## src/rtl/ame_div_pkg.sv

```systemverilog
// Shared types and sizing helpers for the AME signed fixed-point divider.
// The optional rounding build is selected with the AME_DIV_ROUND_EN macro in ame_num_divide.sv.
package ame_div_pkg;

  // Operands carry 48 significant bits (sign plus 47 magnitude bits).
  localparam int OPND_BITS = 48;
  // The partial remainder keeps one extra bit so the trial compare never overflows.
  localparam int REM_BITS  = 49;

  typedef enum logic [1:0] {
    IDLE,
    LOAD,
    RUN,
    SIGN
  } div_state_t;

  // Number of restoring iterations: the shifted dividend below its top bit.
  function automatic int div_mag_width(input int frac_bits);
    return OPND_BITS - 1 + frac_bits;
  endfunction

endpackage

```

## src/rtl/ame_div_step.sv

```systemverilog
// One radix-2 restoring division iteration, purely combinational.
// The remainder entering a step is always below the divisor (at most 2^47),
// so its top bit is zero and the shifted trial value fits in REM_BITS.
module ame_div_step
  import ame_div_pkg::*;
(
  input  logic [REM_BITS-1:0]  rem,
  input  logic [OPND_BITS-1:0] divisor,
  input  logic                 dvd_bit,
  output logic [REM_BITS-1:0]  rem_next,
  output logic                 q_bit
);

  logic [REM_BITS-1:0] trial;
  logic [REM_BITS-1:0] divisor_ext;
  logic                unused_rem_msb;

  assign trial          = {rem[REM_BITS-2:0], dvd_bit};
  assign divisor_ext    = {1'b0, divisor};
  assign q_bit          = (trial >= divisor_ext);
  assign rem_next       = q_bit ? (trial - divisor_ext) : trial;
  assign unused_rem_msb = rem[REM_BITS-1];

endmodule

```

## src/rtl/ame_num_divide.sv

```systemverilog
// Sequential signed fixed-point divider: Q = (N << FRAC_BITS) / D.
// Radix-2 restoring, one quotient bit per RUN cycle, init/done pulse handshake.
// Optional macro AME_DIV_ROUND_EN: round half away from zero instead of truncating.
module ame_num_divide
  import ame_div_pkg::*;
#(
  parameter int COMP_DATA_BITS = 64,
  parameter int FRAC_BITS      = 16
)
(
  input  logic                           clk_i,
  input  logic                           rst_n_i,
  input  logic                           div_init_i,
  input  logic [1:0][COMP_DATA_BITS-1:0] div_data_i,
  output logic                           div_busy_o,
  output logic                           div_done_o,
  output logic                           div_zero_o,
  output logic [COMP_DATA_BITS-1:0]      div_data_o
);

  localparam int W        = div_mag_width(FRAC_BITS);
  // The quotient keeps one bit above W: only N = -2^47 reaches it (|N| << FRAC = 2^(W)).
  localparam int MAG_BITS = W + 1;
  localparam int CNT_BITS = $clog2(W);

  div_state_t state_reg, state_next;

  logic [OPND_BITS-1:0]      n_reg, d_reg;
  logic [OPND_BITS-1:0]      abs_d_reg;
  logic                      neg_reg;
  logic                      zero_reg;
  logic [W-1:0]              dvd_reg;
  logic [MAG_BITS-1:0]       quo_reg;
  logic [REM_BITS-1:0]       rem_reg;
  logic [CNT_BITS-1:0]       cnt_reg;
  logic                      busy_reg, done_reg, zero_out_reg;
  logic [COMP_DATA_BITS-1:0] data_reg;

  logic [OPND_BITS-1:0]      n_in, d_in;
  logic [OPND_BITS-1:0]      abs_n, abs_d;
  logic [MAG_BITS-1:0]       dvd_full;
  logic                      dvd_top;
  logic                      d_is_zero, d_is_one;
  logic                      accept;
  logic [REM_BITS-1:0]       step_rem;
  logic                      step_q;
  logic                      round_up;
  logic [COMP_DATA_BITS-1:0] mag_ext, signed_res;
  logic                      unused_opnd_bits;

  // Operand extraction: keep the sign and the low 47 bits; bits 62:47 are don't-care.
  assign n_in = {div_data_i[1][COMP_DATA_BITS-1], div_data_i[1][OPND_BITS-2:0]};
  assign d_in = {div_data_i[0][COMP_DATA_BITS-1], div_data_i[0][OPND_BITS-2:0]};
  assign unused_opnd_bits = ^{div_data_i[1][COMP_DATA_BITS-2:OPND_BITS-1],
                              div_data_i[0][COMP_DATA_BITS-2:OPND_BITS-1]};

  // Magnitudes; -(-2^47) wraps to 2^47 which is exactly right as an unsigned value.
  assign abs_n     = n_reg[OPND_BITS-1] ? -n_reg : n_reg;
  assign abs_d     = d_reg[OPND_BITS-1] ? -d_reg : d_reg;
  assign d_is_zero = (d_reg == '0);
  assign d_is_one  = (abs_d == OPND_BITS'(1));
  assign dvd_full  = MAG_BITS'(abs_n) << FRAC_BITS;
  assign dvd_top   = dvd_full[MAG_BITS-1];

  // A new job is taken when idle or on the final SIGN cycle of the previous one.
  assign accept = div_init_i && ((state_reg == IDLE) || (state_reg == SIGN));

  ame_div_step u_step (
    .rem      (rem_reg),
    .divisor  (abs_d_reg),
    .dvd_bit  (dvd_reg[W-1]),
    .rem_next (step_rem),
    .q_bit    (step_q)
  );

`ifdef AME_DIV_ROUND_EN
  assign round_up = ({rem_reg, 1'b0} >= {2'b00, abs_d_reg});
`else
  assign round_up = 1'b0;
`endif

  assign mag_ext    = COMP_DATA_BITS'(quo_reg) + COMP_DATA_BITS'(round_up);
  assign signed_res = neg_reg ? -mag_ext : mag_ext;

  // Next-state logic.
  always_comb begin
    state_next = state_reg;
    case (state_reg)
      IDLE: if (div_init_i) state_next = LOAD;
      LOAD: state_next = d_is_zero ? SIGN : RUN;
      RUN:  if (cnt_reg == '0) state_next = SIGN;
      SIGN: state_next = div_init_i ? LOAD : IDLE;
      default: state_next = IDLE;
    endcase
  end

  // State register.
  always_ff @(posedge clk_i or negedge rst_n_i) begin
    if (!rst_n_i) state_reg <= IDLE;
    else          state_reg <= state_next;
  end

  // Datapath: operand capture, restoring iterations, sign application and outputs.
  always_ff @(posedge clk_i or negedge rst_n_i) begin
    if (!rst_n_i) begin
      n_reg        <= '0;
      d_reg        <= '0;
      abs_d_reg    <= '0;
      neg_reg      <= 1'b0;
      zero_reg     <= 1'b0;
      dvd_reg      <= '0;
      quo_reg      <= '0;
      rem_reg      <= '0;
      cnt_reg      <= '0;
      busy_reg     <= 1'b0;
      done_reg     <= 1'b0;
      zero_out_reg <= 1'b0;
      data_reg     <= '0;
    end else begin
      done_reg <= 1'b0;
      case (state_reg)
        LOAD: begin
          neg_reg   <= n_reg[OPND_BITS-1] ^ d_reg[OPND_BITS-1];
          abs_d_reg <= abs_d;
          zero_reg  <= d_is_zero;
          dvd_reg   <= dvd_full[W-1:0];
          cnt_reg   <= CNT_BITS'(W - 1);
          // Resolve the dividend's top bit here so RUN only needs W iterations.
          // With a nonzero divisor it yields quotient 1 only when |D| == 1.
          quo_reg   <= MAG_BITS'(dvd_top & d_is_one);
          rem_reg   <= REM_BITS'(dvd_top & ~d_is_one);
        end
        RUN: begin
          rem_reg <= step_rem;
          quo_reg <= {quo_reg[MAG_BITS-2:0], step_q};
          dvd_reg <= {dvd_reg[W-2:0], 1'b0};
          cnt_reg <= cnt_reg - CNT_BITS'(1);
        end
        SIGN: begin
          data_reg     <= zero_reg ? '0 : signed_res;
          zero_out_reg <= zero_reg;
          done_reg     <= 1'b1;
          busy_reg     <= 1'b0;
        end
        default: ;
      endcase
      if (accept) begin
        n_reg    <= n_in;
        d_reg    <= d_in;
        busy_reg <= 1'b1;
      end
    end
  end

  assign div_busy_o = busy_reg;
  assign div_done_o = done_reg;
  assign div_zero_o = zero_out_reg;
  assign div_data_o = data_reg;

endmodule

```

## config.mk

```make
export PLATFORM = sky130hd
export DESIGN_NAME = ame_num_divide
export DESIGN_NICKNAME = d
export VERILOG_FILES = /design/src/rtl/ame_div_pkg.sv /design/src/rtl/ame_div_step.sv /design/src/rtl/ame_num_divide.sv
export SDC_FILE = /design/constraint.sdc
export NUM_CORES = 1
export LEC_CHECK = 0
export CORE_ASPECT_RATIO = 1.1
export CORE_UTILIZATION = 55
export CTS_CLUSTER_SIZE = 20
export DETAILED_ROUTE_END_ITERATION = 6
export PLACE_DENSITY = 0.85
export SYNTH_ARGS = -nofsm -noshare
export SYNTH_HDL_FRONTEND = slang
export SYNTH_SLANG_ARGS = --single-unit
```

## constraint.sdc

```tcl
create_clock -name clk_i -period 6 [get_ports clk_i]
set_clock_uncertainty 0.15 [all_clocks]
set_input_delay 0.9 -clock clk_i [delete_from_list [all_inputs] [get_ports clk_i]]
set_output_delay 0.9 -clock clk_i [all_outputs]
set_load 0.05 [all_outputs]
```

==> results of run 1 <==
==> synth_stat cells (all sizes together), types with 32 or more instances <==
master and n:
mux2 126, nand3 101, dfrtp 380, o2bb2ai 74
xnor2 99, or3 40, o31ai 60, ha 58
xor2 98, o21ai 189, clkbuf 140, nand2 161
nor3 32, inv 145, a21oi 113, nor2 103
==> final timing paths <==
kind	startpoint	end	slack, ns	cells after the start
min in group clk_i	div_data_o[39]	div_data_o[39]	0.33	1
worst min-delay path	rst_n_i	d_reg[0]	0.21	1
worst min register to register	div_data_o[39]	div_data_o[39]	0.33	1
worst max register to register	d_reg[1]	rem_reg[0]	1.01	11
max in group asynchronous	rst_n_i	abs_d_reg[43]	4.25	2
worst max-delay path	d_reg[1]	rem_reg[0]	1.01	11
==> metal layers <==
layer,up-vias,track usage (%)
li1,8461,-
met1,8872,35.8
met2,597,45.4
met3,125,4.14
met4,0,10.6
met5,-,0
==> layout make-up <==
type                    count  area [um^2]
multi-input cells        1636        11400
well taps                 507          634
repair buffers            187         1850
flip-flops and latches    380         9510
clock inverters            10          105
clock buffers              62         1220
fillers                  3130        14100
inverters                 146          548
==> per-stage QoR <==
stage	instances	util, %	setup slack [ns]
after CTS	2928	64.2	1.13
after floorplan	2318	-	1.67
after detailed placement	2856	60.8	1.13
after global routing	2928	64.2	0.759
after global placement	2856	60.8	1.22
final	2928	64.2	1.01
==> cells by family after synthesis <==
group,count (synthesis),share of synthesized area (%)
xor+xnor,197,7.83
compound gates,622,18.8
buf+inv,302,5.22
flops,380,43.2
mux,156,7.80
fa+ha+maj,59,3.38
simple gates,602,13.8
==> power by group through the flow <==
stage	logic (mW)	registers [mW]	clock network [mW]
6_report	4.97	4.08	2.50
5_1_grt	5.49	4.19	2.64
3_5_place_dp	4.91	4.11	0
4_1_cts	4.95	4.07	2.54
2_1_floorplan	3.98	3.77	0
3_3_place_gp	4.72	4.05	0
==> results.md, run 1 <==
- Clock power share: between 20 and 25%
- Setup TNS: 0 ns
- First-pass GRT wire length: about 90000 um
- CTS tree: built
- Largest net degree at the start of global routing: 121
- DR WL met2: 26700 um
- Run status: complete, but fails checks
- Setup violators final: 0
- Sw Pwr: 4.83 mW
- Post-DRT Antenna Nets: 0
- CP Launch Type: flip-flop
- Post-synth EDFFs: 0
- Fmax: 200 MHz
- Final Hold Viols: 0
- Final #Nets: about 2600
- Number of synthesized register bits: 380
- Max_cap viols: 0
- Arrival @ worst endpoint: about 5.3 ns
- Power share of the combinational group: 43.0%
- Cell Pwr Density: between 400 and 500 nW/um^2
- Crit path buffers/inverters: 1
- Crit end category: flip-flop
- CTS root buf: clkbuf_16
- Internal power: 6.72 mW
- Dpl hpwl: approximately 38000 um
- Antenna violations before repair: 0
- Post-CTS setup buffers: 0
- Overall Power: 11.6 mW
- Post-synth ARST share: 100%
- Worst-Skew Late Latency: 0.58 ns
- Antenna Cells: 0
- Metal3 WL: just under 3000 um
- DP Area: 24000 um^2
- Area of the die: 40900 um^2
- Cts bufs inserted: 41
- Synthesis Warnings: 0
- Sw Share: 41.8%
- WL met1: around 23000 um
- Worst VDD drop: 0.391 mV
- Vias post-DR: 18100
- Commonest non-fill, non-tap cell in the layout: dfrtp_1
- Crit-path leading delay family: simple AND/OR/NAND/NOR gates
- Initial Utilization: 56.0%
- Slew headroom: 22.9%
- Most frequent cells in the layout: dfrtp_1, o21ai_0, clkdlybuf4s50_1
- Gp weighted congestion: ~0.9
- Register clock-pin slew on the reported worst setup and hold paths: 0.06 ns
- Post-synth top area share: roughly 43%
- Die W: 193 um
- CP Cell Sequence: inv_1, ha_1, nor2b_1, nand4_1, or4_4, o41ai_2, xor2_1, nand4_1, or4_1, or4_1, a221o_1
- CP required: ~6.3 ns
- Gr usage total: 27.4%
- Fin crit period: 4.99 ns
- CTS resizes: 0
- WS Path Type: reg -> reg
- Hold WC Path Type: in -> async
- Synthesis-to-layout area growth: 14.7%
- Avg Cell Area, Syn: 9.50 um^2
- Vias per inst: 6.17
- Leakage Power: about 11 nW
- Clock Tree Buf Depth: 3
- Post-Syn Nets: 2508
- Core area: 39400 um^2
- Synth area leaders: dfrtp_1, mux2_2, o21ai_0
- Failing checks: design-rule violations
- Area leader, netlist: dfrtp_1
- Sequential Power Share: 35.3%
- DRC errors left: 17
- Ys flop type: dfrtp_1
- WL/cell: 18.7 um
- RSZ-0062 raised after global routing: false
- Vias in the first global route: around 18000
- Design area: 25300 um^2
- Sequential fraction of the synthesis area: 43.2%
- Slew Limit Fails: 0
- Post-Synthesis Cell Area: 22000 um^2
- Crit-path max FO: 10
- CP max stage delay: 0.72 ns
- WHS: 0.209 ns
- Mapped Cells: 2318
- CTS sink cnt: 380
- Port bufs: 165
- Layout cells sized above 1: 9.95%
- Slowest CP cell: or4_4
- H-tree levels: 2
- Chip Height: 212 um
- Iteration count of the initial detailed-routing pass: 7
- Site Rows: 76
- IO Count: 198
- Tcrit/Tclk final: 83.1%
- Transition time of the tightest slew-check pin: 1.13 ns
- Synth unique cells: 66
- Total gr overflow: 0
- Final WL: 54700 um
- Highest metal used: met4
- Hold_buf cts: 0
- Initial DRC count: approximately 1300
(Power assumes the default switching activity.)
==> run 2, diff against run 1 <==
clock period = 5 ns   (was 6 ns; I/O delays follow)
==> results.md, run 2 (same netlist as run 1, synthesis figures left out) <==
- Final Hold Viols: 0
- Crit path buffers/inverters: 0
- CP required: 5.31 ns
- Fillers: 3061
- Site Rows: 76
- Synthesis-to-layout area growth: 15.9%
- Core area: 39400 um^2
- Design area: 25500 um^2
- Post-CTS setup buffers: 0
- WHS: 0.0845 ns
- First-pass GRT wire length: 90800 um
- Area of the multi-input gates: about 11000 um^2
- Worst VDD drop: about 0.52 mV
- Crit end category: flip-flop
- Busiest layer in global routing: met2
- Met3 Usage GRT: 3.73%
- Register clock-pin slew on the reported worst setup and hold paths: ~0.060 ns
- CP Cell Sequence: or3_1, or4_4, or4_1, or4_1, a211oi_1, o221ai_1, or4_1, or4_1, a221o_1
- CTS resizes: 0
- Max_cap viols: 0
- Post-DRT Antenna Nets: 0
- Run status: complete, but fails checks
- DRC errors left: 18
- Crit-path max FO: 12
- Total gr overflow: 0
- Most used cell, CP: or4_1
- Fin crit period: 4.77 ns
- Vias post-DR: approximately 18000
- H-tree levels: 2
- Gp weighted congestion: 0.930
- Initial Utilization: 56.0%
- Layout cells sized above 1: 10.5%
- Setup TNS: 0 ns
- Largest net degree at the start of global routing: 113
- Port bufs: about 170
- Gr usage total: ~28%
- WS Path Type: reg -> reg
- Setup violators final: 0
- Clock Tree Buf Depth: 3
- Crit-path leading delay family: simple AND/OR/NAND/NOR gates
- Leakage Power: 10.8 nW
- WL/cell: 18.8 um
- IO Count: 198
- Chip Height: 212 um
- Commonest non-fill, non-tap cell in the layout: dfrtp_1
- Most frequent cells in the layout: dfrtp_1, o21ai_0, clkdlybuf4s50_1
- CP Launch Type: flip-flop
- Failing checks: design-rule violations
- Fin util: 64.8%
- Register Area: 9510 um^2
- Worst-Skew Late Latency: slightly below 0.6 ns
- Arrival @ worst endpoint: 5.09 ns
- Fmax: around 210 MHz
- Vias per inst: just over 6
- Final #Nets: 2593
- CTS sink cnt: 380
- Cts bufs inserted: 41
- Tcrit/Tclk final: between 90% and 100%
- Dpl hpwl: 38300 um
- Met1 usage: 36.9%
- Hold WC Path Type: in -> async
- Final WL: 55200 um
- Die W: 193 um
- Slew headroom: 27.5%
- GR Util met2: between 40% and 50%
- Slowest CP cell: or4_4
- Iteration count of the initial detailed-routing pass: 7
- Area of the die: 40900 um^2
- Antenna violations before repair: 0
- CP max stage delay: 0.67 ns
- RSZ-0062 raised after global routing: false
- DP Area: 24000 um^2
- Transition time of the tightest slew-check pin: ~1.1 ns
- Cell Pwr Density: 557 nW/um^2
- Initial DRC count: 1296
- Slew Limit Fails: 0
- CTS root buf: clkbuf_16
- Antenna Cells: 0
- Hold_buf cts: 0
- CTS tree: built
- Vias in the first global route: ~18000
-- run 2: changes by cell type in the layout (fill, tap and decap cells not counted), sizes merged --
cell      delta
buf         +11
bufinv       +5
clkbuf       +1
clkinv       -3
clkinvlp     -2
-- run 2: path summary, 6_finish.rpt --
check | startpoint | endpoint | slack [ns] | depth (start not counted)
max in group asynchronous | rst_n_i | div_data_o[5] | 3.46 | 2
worst min register to register | div_data_o[48] | div_data_o[48] | 0.33 | 2
worst max register to register | d_reg[20] | rem_reg[0] | 0.23 | 9
worst min-delay path | rst_n_i | div_data_o[41] | 0.08 | 1
worst max-delay path | d_reg[20] | rem_reg[0] | 0.23 | 9
min in group clk_i | div_data_o[48] | div_data_o[48] | 0.33 | 2
-- run 2: report_power, final --
part / switching (mW) / leakage [nW] / total [mW] / internal, mW
Clock: 1.25 / 0.722 / 3.29 / 2.03
Combinational: 3.60 / 5.22 / 6.01 / 2.41
Sequential: 0.971 / 4.84 / 4.92 / 3.95
-- run 2: routing by layer --
layer / share of wire [%] / vias up
met5: 0 / -
li1: - / 8511
met1: 43 / 8879
met2: 48 / 606
met4: 3.0 / 0
met3: 5.4 / 123
-- run 2: layout make-up --
type / instances / area share (%)
tap: 507 / 2.49
inverter: 146 / 2.15
multi-input combinational: 1636 / 44.7
clock inverter: 10 / 0.882
sequential: 380 / 37.3
clock buffer: 63 / 4.90
timing repair buffer: 198 / 7.61
-- run 2: worst register-to-register path, stage by stage, from the launching register on --
cell and delay (ns):
dfrtp_1 0.49, or3_1 0.52, or4_4 0.67, or4_1 0.57
or4_1 0.43, a211oi_1 0.25, o221ai_1 0.17, or4_1 0.42
or4_1 0.63, a221o_1 0.37
-- run 2: per-stage QoR --
stage	setup WS, ns	instances	total power, mW
5_1_grt	0.0826	2940	15.1
3_3_place_gp	0.386	2867	10.6
3_5_place_dp	0.256	2867	10.9
4_1_cts	0.253	2940	14.2
2_1_floorplan	0.671	2318	9.29
6_report	0.228	2940	14.2
